File: src/rtl/dpcm_line_sequencer.sv
// Frame/line sequencer for the DPCM predictor: injects a zero seed before each line,
// tags surviving residuals with frame/line markers and buffers them in a small FIFO.
module dpcm_line_sequencer #(
    parameter int unsigned COLS_W     = 11,
    parameter int unsigned ROWS_W     = 10,
    parameter int unsigned FIFO_DEPTH = 4
) (
    input  logic              clk,
    input  logic              rst,
    input  logic              start,
    input  logic [COLS_W-1:0] cfg_cols,
    input  logic [ROWS_W-1:0] cfg_rows,
    output logic              busy,
    output logic              frame_done,
    input  logic              s_valid,
    output logic              s_ready,
    input  logic [15:0]       s_pixel,
    output logic              pred_valid_in,
    output logic [15:0]       pred_pixel_in,
    input  logic              pred_valid_out,
    input  logic [16:0]       pred_residual,
    output logic              m_valid,
    input  logic              m_ready,
    output logic [16:0]       m_residual,
    output logic              m_sof,
    output logic              m_sol,
    output logic              m_eol,
    output logic              m_eof
);

    localparam int unsigned PIX_W = 16;
    localparam int unsigned RES_W = 17;
    localparam int unsigned CNT_W = $clog2(FIFO_DEPTH + 1);
    localparam int unsigned IDX_W = (FIFO_DEPTH > 1) ? $clog2(FIFO_DEPTH) : 1;
    localparam int unsigned SUM_W = CNT_W + 1;

    typedef enum logic [1:0] {IDLE, SEED, STREAM, DRAIN} state_t;

    typedef struct packed {
        logic drop;
        logic sof;
        logic sol;
        logic eol;
        logic eof;
    } tag_t;

    typedef struct packed {
        logic [RES_W-1:0] residual;
        logic             sof;
        logic             sol;
        logic             eol;
        logic             eof;
    } entry_t;

    state_t            state_q, state_d;
    logic [COLS_W-1:0] cols_q, cols_d, col_q, col_d;
    logic [ROWS_W-1:0] rows_q, rows_d, row_q, row_d;
    logic [PIX_W-1:0]  last_pix_q;
    logic              inflight_q;
    logic              fire;
    logic              done_d;
    logic              eol_c, last_row_c;
    tag_t              tag_q, tag_d;

    entry_t            fifo_mem [FIFO_DEPTH];
    logic [CNT_W-1:0]  fifo_count;
    logic [CNT_W-1:0]  wr_idx;
    logic              push, pop;
    entry_t            wr_entry;

    assign eol_c      = (col_q == cols_q - COLS_W'(1));
    assign last_row_c = (row_q == rows_q - ROWS_W'(1));

    assign m_valid    = (fifo_count != '0);
    assign pop        = m_valid && m_ready;
    assign push       = pred_valid_out && !tag_q.drop;
    assign m_residual = fifo_mem[0].residual;
    assign m_sof      = fifo_mem[0].sof;
    assign m_sol      = fifo_mem[0].sol;
    assign m_eol      = fifo_mem[0].eol;
    assign m_eof      = fifo_mem[0].eof;

    // Next-state, counters, predictor drive and tag generation
    always_comb begin
        state_d       = state_q;
        cols_d        = cols_q;
        rows_d        = rows_q;
        col_d         = col_q;
        row_d         = row_q;
        tag_d         = tag_q;
        s_ready       = 1'b0;
        fire          = 1'b0;
        pred_valid_in = 1'b0;
        pred_pixel_in = last_pix_q;
        done_d        = 1'b0;
        case (state_q)
            IDLE: begin
                if (start && (cfg_cols != '0) && (cfg_rows != '0)) begin
                    cols_d  = cfg_cols;
                    rows_d  = cfg_rows;
                    col_d   = '0;
                    row_d   = '0;
                    state_d = SEED;
                end
            end
            SEED: begin
                pred_valid_in = 1'b1;
                pred_pixel_in = '0;
                tag_d         = '{drop: 1'b1, sof: 1'b0, sol: 1'b0, eol: 1'b0, eof: 1'b0};
                state_d       = STREAM;
            end
            STREAM: begin
                // Reserve FIFO room for every pixel still inside the predictor
                s_ready = (SUM_W'(fifo_count) + SUM_W'(inflight_q)) < SUM_W'(FIFO_DEPTH);
                fire    = s_valid && s_ready;
                if (fire) begin
                    pred_valid_in = 1'b1;
                    pred_pixel_in = s_pixel;
                    tag_d = '{drop: 1'b0,
                              sof:  (row_q == '0) && (col_q == '0),
                              sol:  (col_q == '0),
                              eol:  eol_c,
                              eof:  eol_c && last_row_c};
                    if (eol_c) begin
                        col_d = '0;
                        if (last_row_c) begin
                            state_d = DRAIN;
                        end else begin
                            row_d   = row_q + ROWS_W'(1);
                            state_d = SEED;
                        end
                    end else begin
                        col_d = col_q + COLS_W'(1);
                    end
                end
            end
            DRAIN: begin
                if (!inflight_q && (fifo_count == CNT_W'(1)) && pop && m_eof) begin
                    done_d  = 1'b1;
                    state_d = IDLE;
                end
            end
            default: state_d = IDLE;
        endcase
    end

    // Control registers
    always_ff @(posedge clk or posedge rst) begin
        if (rst) begin
            state_q    <= IDLE;
            cols_q     <= '0;
            rows_q     <= '0;
            col_q      <= '0;
            row_q      <= '0;
            last_pix_q <= '0;
            inflight_q <= 1'b0;
            tag_q      <= '0;
            frame_done <= 1'b0;
            busy       <= 1'b0;
        end else begin
            state_q    <= state_d;
            cols_q     <= cols_d;
            rows_q     <= rows_d;
            col_q      <= col_d;
            row_q      <= row_d;
            if (pred_valid_in) begin
                last_pix_q <= pred_pixel_in;
            end
            inflight_q <= fire;
            tag_q      <= tag_d;
            frame_done <= done_d;
            busy       <= (state_d != IDLE);
        end
    end

    assign wr_idx   = pop ? (fifo_count - CNT_W'(1)) : fifo_count;
    assign wr_entry = '{residual: pred_residual, sof: tag_q.sof, sol: tag_q.sol,
                        eol: tag_q.eol, eof: tag_q.eof};

    // Shift-register FIFO: entry 0 is always the registered head
    always_ff @(posedge clk or posedge rst) begin
        if (rst) begin
            fifo_count <= '0;
            for (int unsigned i = 0; i < FIFO_DEPTH; i++) begin
                fifo_mem[i] <= '0;
            end
        end else begin
            if (pop) begin
                for (int unsigned i = 0; i + 1 < FIFO_DEPTH; i++) begin
                    fifo_mem[IDX_W'(i)] <= fifo_mem[IDX_W'(i + 1)];
                end
            end
            if (push) begin
                fifo_mem[IDX_W'(wr_idx)] <= wr_entry;
            end
            fifo_count <= fifo_count + CNT_W'(push) - CNT_W'(pop);
        end
    end

endmodule

File: config.mk
export PLATFORM = sky130hd
export DESIGN_NAME = dpcm_line_sequencer
export DESIGN_NICKNAME = d
export VERILOG_FILES = /design/src/rtl/dpcm_line_sequencer.sv
export SDC_FILE = /design/constraint.sdc
export NUM_CORES = 1
export LEC_CHECK = 0
export CAP_MARGIN = 0
export CORE_MARGIN = 2
export CORE_UTILIZATION = 50
export DETAILED_ROUTE_END_ITERATION = 8
export GPL_TIMING_DRIVEN = 0
export PLACE_DENSITY = 0.73
export SLEW_MARGIN = 10
export SYNTH_ARGS = -nofsm -noshare
export SYNTH_HDL_FRONTEND = slang
export SYNTH_SLANG_ARGS = --single-unit
File: constraint.sdc
create_clock -name clk -period 7.05 [get_ports clk]
set_input_delay 1.41 -clock clk [delete_from_list [all_inputs] [get_ports clk]]
set_output_delay 1.41 -clock clk [all_outputs]
set_load 0.01 [all_outputs]
* After elaboration in Yosys (flattened, before gate mapping)
Cells that the tools add are included.
** Word-level totals
- Bits in registers :: 155
- Bits in latches :: 0
- RAM bits :: 0
- Bits in read-only memories :: 0
- Bits of input ports :: 60
- Word-level logic and storage cells :: 114
- Memories kept :: 0
** Operators by class
- Add/subtract/negate cells :: 8
- $mul :: 0
- Divide/modulo/power cells :: 0
- Order comparisons :: 3
- Equality and inequality tests :: 10
- Shift operators :: 0
- Muxes and demuxes :: 31
- Bitwise gates (word level) :: 1
- Reductions and logical operators :: 26
** Operator list (number)
- bitwise mux 84 bit :: 1
- 2-to-1 mux 84 bit :: 1
- 2-to-1 mux 63 bit :: 1
- demux 21 bit (select 2 bit) :: 1
- 2-to-1 mux 10 bit :: 4
- 2-to-1 mux 11 bit :: 3
- case mux 16 bit (2 select lines) :: 1
- case mux 11 bit (2 select lines) :: 1
- 2-to-1 mux 21 bit :: 1
- case mux 10 bit (2 select lines) :: 1
- 2-to-1 mux 16 bit :: 1
- 2-to-1 mux 2 bit :: 6
- adder 11 x 1 -> 11 bit, second input constant :: 1
- equality test 11 bit :: 1
- logical AND 1 bit :: 11
- logical NOT 11 bit :: 1
- nonzero test 11 bit :: 1
- subtractor 11 x 1 -> 11 bit, second input constant :: 1
- adder 10 x 1 -> 10 bit, second input constant :: 1
- equality test 10 bit :: 1
- logical NOT 10 bit :: 1
- case mux 5 bit (2 select lines) :: 1
- nonzero test 10 bit :: 1
- subtractor 10 x 1 -> 10 bit, second input constant :: 1
- other kinds (23) :: 35

* Depth between registers and ports, before layout
Gate-level depths: netlist (run 1).
- Word-level depth :: 10
- Depth in mapped cells :: 14

* Worst setup path before layout (run 1)
No wires, ideal clock.
- Path type :: in2out
- From :: in s_valid
- To :: out pred_pixel_in[5]
- Arrival time :: 2.377 ns
- Required time :: 5.640 ns
- Slack :: 3.263 ns
- Stages :: 6
- Buffers on the path :: 2
- Cell sequence :: and3_1 clkbuf_1 clkbuf_1 a22o_1 nand2_1 o21ai_0
** Between the ends
- Longest elaborated chain between the ends :: 3
** Ends and longest elaborated chain
- from (decl) :: RTL line 15 : input logic s_valid,
- logical AND 1 bit :: RTL line 115 : fire = s_valid && s_ready;
- 2-to-1 mux 16 bit :: RTL line 116 : if (fire) begin
- case mux 16 bit (2 select lines) :: RTL line 96 : case (state_q)
- to (decl) :: RTL line 19 : output logic [15:0] pred_pixel_in,
No other way between the ends.

* Final worst setup path (run 1)
- From :: in s_valid
- To :: out pred_pixel_in[14]
Same word-level chain as after synthesis.

==> results of run 1 <==
-- layer usage --
layer | vias up | global-route usage (%) | part of all wire (%)
li1 | 3196 | - | -
met1 | 3228 | 29.60 | 45
met2 | 162 | 38.46 | 50
met3 | 18 | 5.287 | 3.9
met4 | 0 | 5.675 | 1.2
met5 | - | 0 | 0
-- kinds of logic after synthesis --
family	count (synthesis)	share of synthesized area (%)
buffers and inverters	108	5.762
AO/OA/AOI/OAI	164	12.40
multiplexers	108	13.72
XOR/XNOR	27	2.866
AND/OR/NAND/NOR	265	15.72
adder cells (fa/ha/maj)	16	2.517
flip-flops	155	47.01
-- power by group --
group | internal [mW] | total (mW) | switching (mW)
Clock | 0.546 | 0.926 | 0.381
Sequential | 1.25 | 1.54 | 0.285
Combinational | 0.929 | 1.91 | 0.976
Total | 2.73 | 4.37 | 1.64
-- synth_stat cells, drive strengths merged, types with 2 or more instances --
library cell / instances
inv: 45
o21bai: 2
o22ai: 3
nor4b: 4
nor4: 10
clkbuf: 35
nor3: 14
nand2b: 3
dfrtp: 155
nand4: 15
nand2: 128
a211oi: 2
nor2b: 10
or4: 2
buf: 28
nand3b: 2
nand4b: 3
a31oi: 8
xnor2: 18
nand3: 16
a22o: 24
a21oi: 6
xor2: 9
and2: 4
or3: 7
nor2: 23
mux2i: 67
o21ai: 97
a21o: 3
o211ai: 9
a211o: 2
ha: 15
mux2: 41
nor3b: 8
and4: 2
and3: 10
-- stage by stage --
stage | setup WS [ns] | setup TNS (ns) | util, % | std cells
after floorplan | 1.462 | 0 | - | 843
after global placement | -0.7651 | -117.43 | 59.58 | 1160
after detailed placement | 1.892 | 0 | 59.80 | 1161
after CTS | 1.873 | 0 | 63.53 | 1193
after global routing | 1.732 | 0 | 63.53 | 1193
final | 1.889 | 0 | 63.53 | 1193
-- worst paths after layout --
check                         startpoint                end  slack (ns)  depth (start not counted)
max in group asynchronous            rst         inflight_q        4.86                          3
min reg2reg                     tag_q[4]           tag_q[4]        0.50                          2
min in group asynchronous            rst               busy        1.39                          2
max reg2reg                fifo_count[0]      fifo_count[2]        3.19                         14
max                              s_valid  pred_pixel_in[14]        1.89                          8
min                             tag_q[4]           tag_q[4]        0.50                          2
-- area by class of cell --
class	instances	area (um^2)	area share, %
multi-input combinational	580	3897	38.34
sequential	155	3879	38.16
timing repair buffer	102	1039	10.22
clock buffer	21	460.4	4.530
buffer	63	306.5	3.016
tap	216	270.3	2.659
inverter	45	176.4	1.736
clock inverter	11	136.4	1.342
-- worst max-delay path, stage by stage --
cell,delay (ns)
clkdlybuf4s50_1,0.52
and3_1,0.17
clkbuf_1,0.26
clkbuf_1,0.42
a22o_1,0.20
nand2_1,0.06
o21ai_0,0.13
clkdlybuf4s50_1,0.58
==> impl_metrics.py, run 1 <==
metrics = {
    "worst_setup_path": {
        "arrival_ns": 3.75,
        "critical_path_class": "input port to primary output",
        "worst_setup_path_start_kind": "input port",
        "critPathCaptureType": "primary output",
        "required_ns": 5.64,
        "cp_max_fo": 10,
    },
    "clocking": {
        "clkSinkCount": 155,
        "cts_resized": 0,
        "hold_buffers": 0,
        "clk_pin_slew_ns": 0.06,
        "clock_path_buffers": 2,
        "cts_root_buf": "clkbuf_16",
        "cts_setup_buffers": 0,
        "cts.htree.levels": 4,
        "cts_buffers": 17,
        "clkLatencyLatePin_ns": 0.43,
        "cts_tree": "built",
    },
    "layout": {
        "final_common_cell": "dfrtp_1",
        "finish.instance_area_um2": 10160,
        "nNetsFinal": 1040,
        "num-fill-cells": 1360,
        "antenna-diode-count": 0,
        "syn2layout_area_growth_pct": 23.18,
        "drive_above_1_share_pct": 10.03,
        "final_cell_mix": "155 x dfrtp_1, 128 x nand2_1, 101 x clkdlybuf4s50_1",
    },
    "sta": {
        "max_freq_mhz": 193.8,
        "min_period_ns": 5.161,
        "setup_viol": 0,
        "worst_slew_pin_slew_ns": 0.8472,
        "finClkSkew_ns": 0.01405,
        "rsz0062_at_grt": "false",
        "whs_ns": 0.5003,
        "final_max_slew_viol_count": 0,
        "min_period_over_period_pct": 73.21,
        "max-slew-margin-rel_pct": 43.52,
        "finalHoldViolations": 0,
    },
    "power": {
        "p_leak_nw": 4.412,
        "p_total_mw": 4.367,
        "ir_drop_mv": 0.2222,
        "power_density_nw_per_um2": 429.6,
    },
    "floorplan": {
        "rows": 46,
        "core_um2": 16000,
        "dieArea_um2": 17550,
        "die_x_um": 132.5,
        "die_h_um": 132.5,
        "start_util_pct": 51.57,
        "io_pins": 102,
    },
    "run_status": {
        "status": "completed",
    },
    "synth": {
        "synth_cells": 843,
        "synth_seq_cells": 155,
        "yosys_warnings": 0,
        "ys_seq_area_share_pct": 47.01,
        "synthTopCellsByArea": "dfrtp_1 47%, mux2i_1 8.1%, nand2_1 5.8%, mux2_2 5.6%, o21ai_0 5.5%",
        "synth_area_um2": 8252,
        "async_flop_share_pct": 100.0,
        "netlist-cell-type-count": 54,
        "syn-num-nets": 919,
        "synth_top_cell_area_share_pct": 47.01,
        "synth_top_cell_by_area": "dfrtp_1",
        "syn_area_per_cell_um2": 9.788,
        "ys.flop_type": "dfrtp_1",
        "synth_edf_count": 0,
    },
    "run": {
        "cap_violations": 0,
    },
    "hold_path": {
        "hp-class": "register to register",
    },
    "placement": {
        "place_area_um2": 9568,
        "place_congestion": 0.8089,
        "dpl.hpwl_um": 13250,
        "port_buffers": 101,
    },
    "grt": {
        "antenna_found_initial": 0,
        "grt_start_max_net_pins": 108,
        "grt_pass1_vias": 6353,
        "grt_pass1_wl_um": 32260,
        "grt_use_total_pct": 22.71,
        "grt_overflow_total": 0,
    },
    "routing": {
        "num_vias": 6604,
        "initialDrtViolationCount": 442,
        "vias_per_cell": 5.536,
        "ant_nets": 0,
        "totalWireLength_um": 19140,
        "drcViolationCount": 0,
        "wl_per_cell_um": 16.04,
        "first_pass_iters": 5,
    },
}
Power figures use the tool's default switching activity.
==> run 2, diff against run 1 <==
--- a/config.mk
+++ b/config.mk
@@ -10,7 +10,7 @@
 export CORE_UTILIZATION = 50
 export DETAILED_ROUTE_END_ITERATION = 8
 export GPL_TIMING_DRIVEN = 0
-export PLACE_DENSITY = 0.73
+export PLACE_DENSITY = 0.76
 export SLEW_MARGIN = 10
 export SYNTH_ARGS = -nofsm -noshare
 export SYNTH_HDL_FRONTEND = slang
==> constraint.sdc (replaced) <==
create_clock -name clk -period 4.7 [get_ports clk]
set_input_delay 0.94 -clock clk [delete_from_list [all_inputs] [get_ports clk]]
set_output_delay 0.94 -clock clk [all_outputs]
set_load 0.01 [all_outputs]
==> run 2 against run 1 <==
Effect of this change: cell area up 0.35%; die area unchanged; hold slack better by 0.0070 ns; critical path depth up 1; first-iteration DRC count up 8.4%; non-clock buffer count up 3; setup slack worse by 1.7 ns; via count up 1.6%; sequential cell count unchanged; largest cell class unchanged.
==> impl_metrics.py, run 2 (synthesis results as in run 1) <==
metrics = {
    "run_status": {
        "status": "completed",
    },
    "placement": {
        "place_congestion": 0.8150,
        "place_area_um2": 9617,
        "dpl.hpwl_um": 13610,
        "port_buffers": 101,
    },
    "worst_setup_path": {
        "critical_path_class": "register to primary output",
        "critPathCaptureType": "primary output",
        "crit_start": "fifo_count[1]",
        "cp_max_fo": 11,
        "worst_setup_path_start_kind": "register",
        "required_ns": 3.76,
        "worstSetupEndpoint": "pred_pixel_in[11]",
        "r2r-end": "fifo_count[2]",
        "rrSetupSlack_ns": 0.78,
        "worst-r2r-cell-count": 14,
        "arrival_ns": 3.52,
        "reg2reg_from": "fifo_count[0]",
    },
    "sta": {
        "finalHoldViolations": 0,
        "setup_tns_ns": 0,
        "finClkSkew_ns": 0.01104,
        "max-slew-margin-rel_pct": 41.97,
        "worst_slew_pin_slew_ns": 0.8705,
        "rsz0062_at_grt": "false",
        "max_freq_mhz": 224.1,
        "setup_viol": 0,
        "final_max_slew_viol_count": 0,
        "min_period_over_period_pct": 94.95,
        "min_period_ns": 4.463,
    },
    "layout": {
        "num-fill-cells": 1337,
        "syn2layout_area_growth_pct": 23.61,
        "ff_latch_area_um2": 3879,
        "multi_input_area_um2": 3897,
        "final_common_cell": "dfrtp_1",
        "nNetsFinal": 1043,
        "drive_above_1_share_pct": 10.51,
        "finish.instance_area_um2": 10200,
        "final_cell_mix": "155 x dfrtp_1, 128 x nand2_1, 101 x clkdlybuf4s50_1",
    },
    "hold_path": {
        "hp-class": "register to register",
    },
    "floorplan": {
        "io_pins": 102,
        "die_h_um": 132.5,
        "rows": 46,
        "core_um2": 16000,
        "start_util_pct": 51.57,
        "die_x_um": 132.5,
        "dieArea_um2": 17550,
    },
    "grt": {
        "grt_pass1_vias": 6568,
        "grt_overflow_total": 0,
        "antenna_found_initial": 0,
        "grt_pass1_wl_um": 32400,
        "grt_use_total_pct": 22.71,
        "grt_start_max_net_pins": 37,
    },
    "clocking": {
        "clkLatencyLatePin_ns": 0.43,
        "hold_buffers": 0,
        "clock_path_buffers": 2,
        "cts_root_buf": "clkbuf_16",
        "cts_tree": "built",
        "cts_resized": 0,
        "cts_buffers": 17,
        "clkSinkCount": 155,
        "cts_setup_buffers": 0,
        "cts.htree.levels": 4,
        "clk_pin_slew_ns": 0.07,
    },
    "power": {
        "p_leak_nw": 4.429,
        "power_density_nw_per_um2": 639.5,
        "ir_drop_mv": 0.3082,
    },
    "routing": {
        "initialDrtViolationCount": 479,
        "drcViolationCount": 0,
        "first_pass_iters": 5,
        "num_vias": 6709,
        "vias_per_cell": 5.605,
        "wl_per_cell_um": 16.11,
        "ant_nets": 0,
        "totalWireLength_um": 19280,
    },
    "run": {
        "cap_violations": 0,
    },
}
## run 2: cell types whose count changed in the layout (fill, tap and decap cells not counted), moves of 2 or more
cell      change
inv_6         -2
clkbuf_1      -2
buf_12        +4
inv_8         +2
## run 2: cell type report
cell class / count / share of cell area (%)
repair buffers: 105 / 10.70
diodes: 1 / 0.02453
clock inverters: 13 / 1.337
well taps: 216 / 2.650
inverters: 45 / 1.693
plain buffers: 63 / 3.018
flip-flops and latches: 155 / 38.03
clock buffers: 19 / 4.342
multi-input cells: 580 / 38.21
## run 2: report_power, final
part	leakage [nW]	internal, mW	switching (mW)	total, mW
clock network	0.279	0.758	0.594	1.35
logic	2.18	1.40	1.47	2.87
registers	1.97	1.88	0.425	2.30
## run 2: per-stage QoR
stage	utilization, %	worst slack, ns	hold slack, ns	total power, mW	std cells
2_1_floorplan	-	1.440	0.4574	4.168	843
3_3_place_gp	59.60	0.4286	0.4799	5.060	1160
3_5_place_dp	60.10	0.4783	0.4875	5.177	1164
4_1_cts	63.72	0.1066	0.5032	6.553	1196
5_1_grt	63.73	0.01540	0.5156	6.980	1196
6_report	63.75	0.2373	0.5073	6.523	1197
## run 2: layer usage
metal,share of wire (%),vias up,track usage [%]
li1,-,3212,-
met1,44,3309,29.34
met2,50,162,38.20
met3,3.8,26,4.176
met4,1.8,0,8.542
met5,0,-,0
## run 2: worst max-delay path: stages (launching register included)
cell             delay (ns)
dfrtp_1                0.49
ha_1                   0.27
o211a_1                0.20
o22ai_1                0.35
nand2_1                0.40
clkbuf_1               0.36
a22o_1                 0.31
nand2_1                0.08
o21ai_0                0.11
clkdlybuf4s50_1        0.51
## run 2: worst min path at each step
stage	from	end	slack, ns	cells after the start
final	register	register	0.51	1
after global routing	register	register	0.52	1
after CTS	last_pix_q[5]	last_pix_q[5]	0.50	2
after detailed placement	last_pix_q[5]	last_pix_q[5]	0.49	2
after global placement	last_pix_q[10]	last_pix_q[10]	0.48	2
after floorplan	tag_q[4]	tag_q[4]	0.46	2
==> run 3, diff against run 2 <==
--- a/config.mk
+++ b/config.mk
@@ -7,10 +7,9 @@
 export LEC_CHECK = 0
 export CAP_MARGIN = 0
 export CORE_MARGIN = 2
-export CORE_UTILIZATION = 50
+export CORE_UTILIZATION = 39
 export DETAILED_ROUTE_END_ITERATION = 8
 export GPL_TIMING_DRIVEN = 0
-export PLACE_DENSITY = 0.76
 export SLEW_MARGIN = 10
 export SYNTH_ARGS = -nofsm -noshare
 export SYNTH_HDL_FRONTEND = slang
==> run 3 against run 2 <==
Effect of this change: critical path depth unchanged; clock skew down 0.00085 ns; combinational power about the same; sequential share of layout area down 0.39 points; register-to-register slack better by 0.08 ns; sequential power about the same; non-clock buffer count up 1; critical path type unchanged; largest power group unchanged; highest routed layer unchanged.
==> impl_metrics.py, run 3 (synthesis results as in run 1) <==
metrics = {
    "run_status": {
        "status": "completed",
    },
    "clocking": {
        "clkSinkCount": 155,
        "cts_root_buf": "clkbuf_16",
        "clk_pin_slew_ns": 0.07,
        "cts_setup_buffers": 0,
        "clkLatencyLatePin_ns": 0.44,
        "clock_path_buffers": 2,
        "cts_buffers": 17,
        "cts_tree": "built",
        "cts.htree.levels": 4,
    },
    "sta": {
        "rsz0062_at_grt": "false",
        "setup_tns_ns": 0,
        "finClkSkew_ns": 0.01018,
        "finalHoldViolations": 0,
        "final_max_slew_viol_count": 0,
        "max_freq_mhz": 225.6,
        "worst_slew_pin_slew_ns": 0.8648,
        "min_period_ns": 4.433,
        "min_period_over_period_pct": 94.32,
        "whs_ns": 0.5047,
        "max-slew-margin-rel_pct": 42.35,
        "setup_viol": 0,
    },
    "placement": {
        "dpl.hpwl_um": 14170,
        "place_congestion": 0.8141,
        "place_area_um2": 9718,
        "port_buffers": 101,
    },
    "layout": {
        "nNetsFinal": 1044,
        "final_cell_mix": "155 x dfrtp_1, 128 x nand2_1, 101 x clkdlybuf4s50_1",
        "ff_latch_area_um2": 3879,
        "finish.instance_area_um2": 10300,
        "antenna-diode-count": 0,
        "syn2layout_area_growth_pct": 24.88,
        "multi_input_area_um2": 3897,
        "drive_above_1_share_pct": 10.70,
        "num-fill-cells": 1969,
        "final_common_cell": "dfrtp_1",
    },
    "worst_setup_path": {
        "arrival_ns": 3.49,
        "cp_max_fo": 10,
        "worst_setup_path_start_kind": "register",
        "required_ns": 3.76,
        "crit_start": "fifo_count[1]",
        "critPathCaptureType": "primary output",
        "critical_path_class": "register to primary output",
        "reg2reg_from": "fifo_count[0]",
    },
    "power": {
        "ir_drop_mv": 0.2953,
        "power_density_nw_per_um2": 633.8,
        "p_leak_nw": 4.451,
        "p_total_mw": 6.531,
    },
    "floorplan": {
        "die_x_um": 149.5,
        "die_h_um": 149.5,
        "io_pins": 102,
        "dieArea_um2": 22340,
        "rows": 53,
        "start_util_pct": 39.50,
        "core_um2": 20890,
    },
    "run": {
        "cap_violations": 0,
    },
    "grt": {
        "grt_start_max_net_pins": 37,
        "grt_pass1_vias": 6307,
        "antenna_found_initial": 0,
        "grt_use_total_pct": 18.68,
        "grt_overflow_total": 0,
        "grt_pass1_wl_um": 32740,
    },
    "routing": {
        "ant_nets": 0,
        "vias_per_cell": 5.166,
        "drcViolationCount": 0,
        "initialDrtViolationCount": 404,
        "wl_per_cell_um": 15.84,
        "first_pass_iters": 4,
        "totalWireLength_um": 19890,
        "num_vias": 6489,
    },
    "hold_path": {
        "hp-class": "register to register",
    },
}
-- run 3: cell types whose count changed in the layout (fill, tap and decap cells not counted), sizes merged --
cell and delta:
clkbuf -1, diode -1, buf +1, inv +6, clkinvlp -1, clkinv -4
-- run 3: layout make-up --
cell class	count	share of cell area (%)
clock buffers	18	4.262
flip-flops and latches	155	37.64
multi-input cells	580	37.82
repair buffers	106	10.85
inverters	45	1.676
well taps	275	3.339
plain buffers	63	2.987
clock inverters	14	1.421
-- run 3: final timing paths --
| path | to | slack (ns) | cells past startpoint |
|---|---|---|---|
| min reg2reg | register | 0.50 | 1 |
| max in group asynchronous | last_pix_q[10] | 2.76 | 5 |
| max reg2reg | fifo_count[2] | 0.86 | 14 |
| max | pred_pixel_in[12] | 0.27 | 9 |
| min | register | 0.50 | 1 |
| min in group asynchronous | m_residual[11] | 0.91 | 2 |
-- run 3: power by group --
part | internal [mW] | switching, mW | leakage [nW] | total, mW
Clock | 0.765 | 0.630 | 0.289 | 1.40
Sequential | 1.87 | 0.423 | 1.97 | 2.30
Combinational | 1.40 | 1.44 | 2.20 | 2.84
Total | 4.04 | 2.49 | 4.45 | 6.53
-- run 3: worst max-delay path: stages (launching register included) --
cell	delay (ns)
dfrtp_1	0.48
ha_1	0.26
o211a_1	0.20
o22ai_1	0.37
nand2_1	0.40
clkbuf_1	0.35
a22o_1	0.29
nand2_1	0.08
o21ai_0	0.11
clkdlybuf4s50_1	0.51
-- run 3: timing repair --
item / CTS / global route
endpoints found under the setup margin: 0 / 10
gates resized for setup: 0 / 2
hold endpoints to repair: 0 / 0
hold buffers: 0 / 0
-- run 3: metal layers --
layer,part of all wire (%),track usage [%],routed length (um),vias up
li1,-,-,-,3205
met1,46,24.63,9172,3146
met2,49,31.10,9736,117
met4,1.5,6.143,302,0
met3,3.4,3.445,678,21
met5,0,0,0,-
-- run 3: stage by stage --
stage          util (%)  cells  worst slack (ns)
2_1_floorplan         -    843             1.440
3_3_place_gp      46.01   1219            0.2763
3_5_place_dp      46.52   1224            0.4855
4_1_cts           49.33   1256           0.07830
5_1_grt           49.33   1256           0.05706
6_report          49.33   1256            0.2671
